===== config.mk =====
export PLATFORM = sky130hd
export DESIGN_NAME = vga_controller
export DESIGN_NICKNAME = d
export VERILOG_FILES = /design/src/rtl/vga_controller.sv
export SDC_FILE = /design/constraint.sdc
export NUM_CORES = 1
export LEC_CHECK = 0
export ABC_CLOCK_PERIOD_IN_PS = 1800
export CAP_MARGIN = 20
export CORE_UTILIZATION = 47
export CTS_BUF_LIST = sky130_fd_sc_hd__clkbuf_4
export DETAILED_ROUTE_END_ITERATION = 8
export GPL_TIMING_DRIVEN = 0
export PLACE_DENSITY_LB_ADDON = 0.08
export SLEW_MARGIN = 20
export SYNTH_ARGS = -nofsm -noshare
export SYNTH_HDL_FRONTEND = slang
export SYNTH_SLANG_ARGS = --single-unit

===== constraint.sdc =====
create_clock -name clk -period 1.8 [get_ports clk]
set_input_delay 0.18 -clock clk [delete_from_list [all_inputs] [get_ports clk]]
set_output_delay 0.18 -clock clk [all_outputs]
set_load 0.01 [all_outputs]

===== src/rtl/vga_controller.sv =====
// 640x480@60 Hz VGA raster generator: 25 MHz pixel tick from the 50 MHz clock,
// raster counters, and sync/blank outputs delayed to match the renderer latency.
module vga_controller #(
  parameter int PIPE_DELAY = 1
) (
  input  logic       clk,
  input  logic       rst,
  output logic       pix_en,
  output logic       vga_clk,
  output logic [9:0] x,
  output logic [9:0] y,
  output logic       hsync,
  output logic       vsync,
  output logic       blank_n,
  output logic       sync_n,
  output logic       frame_start,
  output logic [7:0] frame_count
);

  localparam logic [9:0] H_VISIBLE    = 10'd640;
  localparam logic [9:0] H_SYNC_START = 10'd656;
  localparam logic [9:0] H_SYNC_END   = 10'd751;
  localparam logic [9:0] H_LAST       = 10'd799;
  localparam logic [9:0] V_VISIBLE    = 10'd480;
  localparam logic [9:0] V_SYNC_START = 10'd490;
  localparam logic [9:0] V_SYNC_END   = 10'd491;
  localparam logic [9:0] V_LAST       = 10'd524;

  function automatic logic in_window(input logic [9:0] cnt,
                                     input logic [9:0] lo,
                                     input logic [9:0] hi);
    return (cnt >= lo) && (cnt <= hi);
  endfunction

  logic       tick;
  logic [9:0] h_cnt;
  logic [9:0] v_cnt;
  logic [7:0] frame_cnt;
  logic       h_wrap;
  logic       hs_raw;
  logic       vs_raw;
  logic       bl_raw;

  always_ff @(posedge clk or posedge rst) begin
    if (rst) tick <= 1'b0;
    else     tick <= ~tick;
  end

  assign pix_en  = tick;
  assign vga_clk = tick;
  assign h_wrap  = (h_cnt == H_LAST);

  always_ff @(posedge clk or posedge rst) begin
    if (rst) begin
      h_cnt <= '0;
      v_cnt <= '0;
    end else if (tick) begin
      if (h_wrap) begin
        h_cnt <= '0;
        if (v_cnt == V_LAST) v_cnt <= '0;
        else                 v_cnt <= v_cnt + 10'd1;
      end else begin
        h_cnt <= h_cnt + 10'd1;
      end
    end
  end

  assign frame_start = tick && (h_cnt == '0) && (v_cnt == '0);

  always_ff @(posedge clk or posedge rst) begin
    if (rst)              frame_cnt <= '0;
    else if (frame_start) frame_cnt <= frame_cnt + 8'd1;
  end

  assign hs_raw = ~in_window(h_cnt, H_SYNC_START, H_SYNC_END);
  assign vs_raw = ~in_window(v_cnt, V_SYNC_START, V_SYNC_END);
  assign bl_raw = (h_cnt < H_VISIBLE) && (v_cnt < V_VISIBLE);

  generate
    if (PIPE_DELAY == 0) begin : g_no_delay
      assign hsync   = hs_raw;
      assign vsync   = vs_raw;
      assign blank_n = bl_raw;
    end else begin : g_delay
      // stage 0 .. PIPE_DELAY-1: {hs, vs, bl}, inactive value 3'b110
      logic [2:0] dly_p [PIPE_DELAY];

      always_ff @(posedge clk or posedge rst) begin
        if (rst) begin
          for (int i = 0; i < PIPE_DELAY; i++) dly_p[i] <= 3'b110;
        end else if (tick) begin
          dly_p[0] <= {hs_raw, vs_raw, bl_raw};
          for (int i = 1; i < PIPE_DELAY; i++) dly_p[i] <= dly_p[i-1];
        end
      end

      assign {hsync, vsync, blank_n} = dly_p[PIPE_DELAY-1];
    end
  endgenerate

  assign sync_n      = 1'b0;
  assign x           = h_cnt;
  assign y           = v_cnt;
  assign frame_count = frame_cnt;

endmodule


==> out/results.ini, run 1 <==
[cts]
cts_tree = yes
cts.sink_count = 32
cts_buffers = 5
cts_root_buf = clkbuf_4
path_clk_slew_ns = 0.09
clk_latency_ns = 0.32
cts_hold_buf = 0
cts.htree.levels = 2
clockBufferDepth = 2

[die]
start_util_pct = 49.7
dieArea_mm2 = 0.00383
pin_count = 37
core-area_mm2 = 0.00339
fp.dieW_um = 61.9
num_rows = 21
die_h_um = 61.9

[global_route]
top_usage_layer = met2
grt_antenna_before_repair = 0
grt.overflow.total = 0
grt_start_max_net_pins = 33
met1_usage_pct = 29.2
grt.total_usage_pct = 22.1
grt_pass1_vias = 1352
grt_use_met2_pct = 34.7
gr-usage-met3_pct = 4.55
grt_pass1_wl_mm = 6.16

[yosys]
yosysWarnings = 0
ys_ff_latch = 32
synth_ff_type = dfrtp_1
yosys.area.top_type = dfrtp_1
async_reset_ff_share_pct = 100
synth_area_leaders = dfrtp_1, nand3_1, xor2_1
postSynthNetCount = 182
syn_area_mm2 = 0.00169
syn_inst = 174
avgSynthCellArea_um2 = 9.69
seq_area_frac_synth_pct = 47.7
yosysUniqueCellTypes = 39
synth_top_area_share_pct = 44.5
synth-edff-count = 0

[timing]
rsz0062_at_grt = true
hold_violations = 0
finalCritPeriodShare_pct = 101
slew_headroom_pct = 55.2
fin_skew_ns = 0.00556
whs_ns = 0.267
worstMarginPinSlew_ns = 0.671
max_freq_ghz = 0.552
slew_viol_final = 0
period_needed_ns = 1.81
fin_ws_ns = -0.0118
setup_violations = 1

[routing]
drtIter0Drc = 82
viasPerCell = 5.43
firstDrtPassIters = 4
vias = 1514
wl_per_cell_um = 14.1
postRouteAntennaNets = 0
drt_wl_total_mm = 3.92
drcViolationCount = 0

[critical_path]
cp_max_fo = 8
path_class = reg -> reg
worstReg2RegEnd = y[9]$_DFFE_PP0P_
worst_r2r_startpoint = x[1]$_DFFE_PP0P_
critPathRequiredTime_ns = 2.05
critPathLaunchType = flop
cp.arrival_ns = 2.06
reg2reg_slack_ns = -0.01
reg2regPathDepth = 5
cp-end-kind = flop

[job]
maxCapViolCount = 0

[cells_and_area]
n_antenna_cell = 0
final_cell_area_mm2 = 0.00245
instances_no_fill = 279
syn_to_final_growth_pct = 45.2
drive_above_1_share_pct = 29.6
postLayoutCoreUtil_pct = 72.2
layout.nets = 240

[place]
placed_area_mm2 = 0.00211
io_buffers = 35
dp.cells = 255
dp_hpwl_mm = 2.53
gp_congestion = 0.846

[power_and_ir_drop]
power_uw = 1150
p_leak_uw = 0.00108
vdd_drop_max_v = 0.000309
p_per_area_mw_per_mm2 = 470

[outcome]
violations = negative setup slack
status = finished, violations left

[hold_path]
min_path_type = in -> async

[cells in the final DEF (no fill, tap or decap), types with 7 or more instances in the layout]
cell	Yosys	final
nand3_1	17	16
dfrtp_2	0	11
o21ai_0	13	13
dfrtp_1	30	19
nand2_1	18	17
buf_4	2	21
xor2_1	9	9
clkdlybuf4s50_1	0	34
clkbuf_4	0	7
[registers in the layout, indices dropped and copies added, names as in the netlist]
register and count:
x 10, frame_count 8, g_delay.dly_p 3, pix_en 1, y 10
[cells in the mapped netlist, types with 3 or more instances]
library cell and count:
nor3_1 6, clkbuf_1 3, o21ai_0 13, nor4_1 6, a31oi_1 3, nand3_1 17
nand2_1 18, nor2_1 8, and3_1 4, ha_1 6, xnor2_1 6, xor2_1 9
nand4_1 5, inv_1 9, dfrtp_1 30
[area by class of cell]
type                       instances  area, um^2
buffer                             4        30.0
inverter                           9        33.8
fill                             249         942
timing repair buffer              54         488
multi-input combinational        126         965
clock inverter                     1        3.75
sequential                        32         817
tap                               46        57.6
clock buffer                       7        52.6
[worst max-delay path by stage]
stage,from,end,slack [ns],cells after the start
3_5_place_dp,y[4]$_DFFE_PP0P_,frame_start,-0.32,4
6_report,x[1]$_DFFE_PP0P_,y[9]$_DFFE_PP0P_,-0.01,5
4_1_cts,x[0]$_DFFE_PP0P_,y[9]$_DFFE_PP0P_,-0.1,6
5_1_grt,x[1]$_DFFE_PP0P_,y[9]$_DFFE_PP0P_,-0.09,5
3_3_place_gp,y[4]$_DFFE_PP0P_,frame_start,-0.32,4
2_1_floorplan,x[0]$_DFFE_PP0P_,y[3]$_DFFE_PP0P_,-0.04,6
[report_power, final]
group          total (uW)  internal (uW)  switching [uW]
logic                18.7           3.49            15.2
clock network         414            180             233
registers             718            718               0
total                1150            902             249
[cell families after synthesis]
family	count (synthesis)	synth area share, %
other cells	1	0.223
simple gates	79	25.5
xor+xnor	15	7.80
compound gates	22	7.57
flops	32	47.7
fa+ha+maj	6	4.45
mux	3	1.86
buf+inv	16	4.90
[timing repair]
item,4_1_cts,5_1_grt
pin swaps,2,5
resized for setup,15,28
setup buffers,7,12
endpoints found under the setup margin,18,20
[routing by layer]
metal	up-vias	part of all wire [%]
li1	729	-
met1	740	45
met2	38	50
met3	7	4.0
met4	0	1.4
met5	-	0
[critical path, cell delays in order, from the launching register on]
cell and delay [ns]:
dfrtp_2 0.43, ha_4 0.17, nand3_4 0.10, or4_4 0.63, o31a_1 0.26, a31oi_1 0.15
[through the flow]
step | TNS (ns) | setup WS [ns]
3_5_place_dp | -2.28 | -0.324
3_3_place_gp | -1.70 | -0.324
6_report | -0.0118 | -0.0118
2_1_floorplan | -0.0858 | -0.0433
5_1_grt | -0.202 | -0.0933
4_1_cts | -0.226 | -0.0952
Note: power is estimated with default switching activity, not from simulation.
==> inputs of run 2 (changes only) <==
--- a/config.mk
+++ b/config.mk
@@ -16,3 +16,4 @@
 export SYNTH_ARGS = -nofsm -noshare
 export SYNTH_HDL_FRONTEND = slang
 export SYNTH_SLANG_ARGS = --single-unit
+export TNS_END_PERCENT = 1
==> constraint.sdc (replaced) <==
create_clock -name clk -period 1.8 [get_ports clk]
set_input_delay 0.18 -clock clk [delete_from_list [all_inputs] [get_ports clk]]
set_output_delay 0.18 -clock clk [all_outputs]
set_load 0.1 [all_outputs]
==> run 2 against run 1 <==
Against the previous run:
- the run still ends with negative setup slack left
- sequential power is essentially flat
- clock power shrank 2%
- core utilization down 2.3 points
- global-route usage is 0.89 points higher
- sequential cell count unchanged
- register-to-register slack worse by 0.12 ns
- first-iteration DRC count shrank 18%
- count of clock-buffer cells in the layout is 2 lower
- critical path depth up 1
- setup slack got worse by 0.17 ns
- final area fell by 3.2%
- largest power group unchanged
==> out/results.ini, run 2 (same netlist as run 1, synthesis figures left out) <==
[global_route]
grt_pass1_vias = 1346  ; -0.44%
grt_pass1_wl_mm = 6.31  ; +2.4%
grt_start_max_net_pins = 33  ; unchanged
grt.total_usage_pct = 23.0  ; +0.89 points
grt.overflow.total = 0  ; unchanged
grt_antenna_before_repair = 0  ; unchanged

[routing]
drt_wl_total_mm = 4.04  ; +3.1%
viasPerCell = 5.50  ; +1.4%
postRouteAntennaNets = 0  ; unchanged
wl_met1_mm = 1.91  ; +8.0%
drtIter0Drc = 67  ; -18%
vias = 1464  ; -3.3%
top_layer_used = met4
wl_met2_mm = 1.93  ; -0.93%
firstDrtPassIters = 6  ; +2
drcViolationCount = 0  ; unchanged
wl_per_cell_um = 15.2  ; +8.1%
wl_met3_um = 142  ; -8.4%

[timing]
setup_violations = 11  ; +10
period_needed_ns = 1.98  ; +0.166 ns
slew_headroom_pct = 36.9  ; -18 points
slew_viol_final = 0  ; unchanged
fin_ws_ns = -0.178  ; -0.166 ns
fin_skew_ns = 0.0178  ; +0.0123 ns
finalCritPeriodShare_pct = 110  ; +9.2 points
rsz0062_at_grt = true
worstMarginPinSlew_ns = 0.950  ; +0.279 ns
max_freq_ghz = 0.506  ; -8.4%
hold_violations = 0  ; unchanged
setup_tns_ns = -0.841  ; -0.830 ns

[critical_path]
cp.arrival_ns = 1.80  ; -0.26 ns
critPathLaunchType = flop
reg2reg_slack_ns = -0.13  ; -0.12 ns
worst_r2r_startpoint = x[1]$_DFFE_PP0P_
cp_max_fo = 5  ; -3
reg2regPathDepth = 6  ; +1
path_class = reg -> out
critPathRequiredTime_ns = 1.62  ; -0.43 ns
cp-startpoint = x[1]$_DFFE_PP0P_
worstReg2RegEnd = y[3]$_DFFE_PP0P_
cp-end-kind = output port

[place]
dp_hpwl_mm = 2.75  ; +8.4%
dp.cells = 255  ; unchanged
io_buffers = 35  ; unchanged
gp_congestion = 0.780  ; -7.8%

[die]
die_h_um = 61.9  ; unchanged
core-area_mm2 = 0.00339  ; unchanged
pin_count = 37  ; unchanged
start_util_pct = 49.7  ; unchanged
num_rows = 21  ; unchanged
dieArea_mm2 = 0.00383  ; unchanged
fp.dieW_um = 61.9  ; unchanged

[cells_and_area]
drive_above_1_share_pct = 42.7  ; +13 points
register_area_um2 = 862  ; +5.5%
syn_to_final_growth_pct = 40.6
nFillCells = 265  ; +6.4%
multi_input_area_um2 = 961  ; -0.39%
n_antenna_cell = 0  ; unchanged
mostFrequentLayoutCells = nand3_1, nand2_1, clkdlybuf4s15_2
layout.nets = 227  ; -5.4%
instances_no_fill = 266  ; -4.7%

[power_and_ir_drop]
p_leak_uw = 0.00103  ; -5.3%
p_switching_uw = 284  ; +14%
p_per_area_mw_per_mm2 = 485  ; +3.1%
vdd_drop_max_v = 0.000363  ; +17%
comb_power_share_pct = 2.3  ; +0.7 points
seqPwrFrac_pct = 62.5  ; about the same
p_sw_share_pct = 24.7  ; +3.1 points
p_int_uw = 865  ; -4.1%
pwr-share-clk_pct = 35.2  ; -0.7 points

[job]
maxCapViolCount = 0  ; unchanged

[cts]
clk_latency_ns = 0.34  ; +0.02 ns
cts_root_buf = clkbuf_4
path_clk_slew_ns = 0.11  ; +0.02 ns
cts.sink_count = 32  ; unchanged
cts_tree = yes
cts.htree.levels = 2  ; unchanged
cts_buffers = 5  ; unchanged
clockBufferDepth = 2  ; unchanged

[outcome]
violations = negative setup slack
status = finished, violations left

[hold_path]
min_path_type = in -> async

run 2: cell types whose count changed in the layout (fill, tap and decap cells not counted), moves of 10 or more:
cell,before,now
buf_4,21,6
clkbuf_2,0,12
clkdlybuf4s15_2,0,16
clkdlybuf4s50_1,34,1
dfrtp_1,19,9
dfrtp_4,0,13
run 2: how the worst max path moves through the flow:
| stage | to | slack, ns |
|---|---|---|
| floorplan | frame_start | -0.31 |
| global placement | frame_start | -0.75 |
| CTS | frame_start | -0.25 |
| global route | frame_start | -0.27 |
| finish | frame_start | -0.18 |
| detailed placement | frame_start | -0.77 |
run 2: critical path, cell delays in order (launching register included):
cell and delay (ns):
dfrtp_4 0.53, inv_4 0.08, ha_4 0.12, nor3b_4 0.19, nand2_2 0.09, nor3_4 0.24
buf_12 0.20
run 2: power groups by stage:
stage | sequential (uW) | combinational (uW) | clock (uW)
floorplan | 733 | 21.3 | 0
global placement | 733 | 27.4 | 0
CTS | 718 | 28.0 | 407
detailed placement | 733 | 28.1 | 0
global route | 718 | 30.3 | 442
finish | 718 | 26.8 | 404
run 2: area by class of cell:
type                    count  share of cell area, %
multi-input cells         126                   40.5
well taps                  46                   2.43
clock inverters             3                  0.581
flip-flops and latches     32                   36.4
plain buffers               6                   2.06
repair buffers             39                   14.8
inverters                   9                   1.64
clock buffers               5                   1.58
run 2: metrics by stage:
step	setup slack [ns]	area, um^2	hold WS [ns]	utilization [%]	total power, uW
floorplan	-0.307	1820	0.294	-	754
global placement	-0.750	2230	0.456	65.8	761
detailed placement	-0.772	2230	0.461	65.8	761
CTS	-0.253	2310	0.271	68.1	1150
global route	-0.273	2370	0.295	69.9	1190
finish	-0.178	2370	0.245	69.9	1150
run 2: layer usage:
| metal | GRT usage [%] | up-vias |
|---|---|---|
| met4 | 8.89 | 0 |
| met3 | 6.00 | 8 |
| met5 | 0 | - |
| li1 | - | 702 |
| met2 | 35.8 | 35 |
| met1 | 30.8 | 719 |
run 2: repair_timing:
action	4_1_cts	5_1_grt
setup buffers	0	4
pin swaps	6	8
resized for setup	82	42
hold buffers	0	0
setup endpoints to repair	50	35
==> inputs of run 3 (changes only) <==
--- a/config.mk
+++ b/config.mk
@@ -10,6 +10,7 @@
 export CORE_UTILIZATION = 47
 export CTS_BUF_LIST = sky130_fd_sc_hd__clkbuf_4
 export DETAILED_ROUTE_END_ITERATION = 8
+export GPL_ROUTABILITY_DRIVEN = 0
 export GPL_TIMING_DRIVEN = 0
 export PLACE_DENSITY_LB_ADDON = 0.08
 export SLEW_MARGIN = 20
==> results of run 3 <==
Final layout, timing and power as in run 2 (identical DEF).
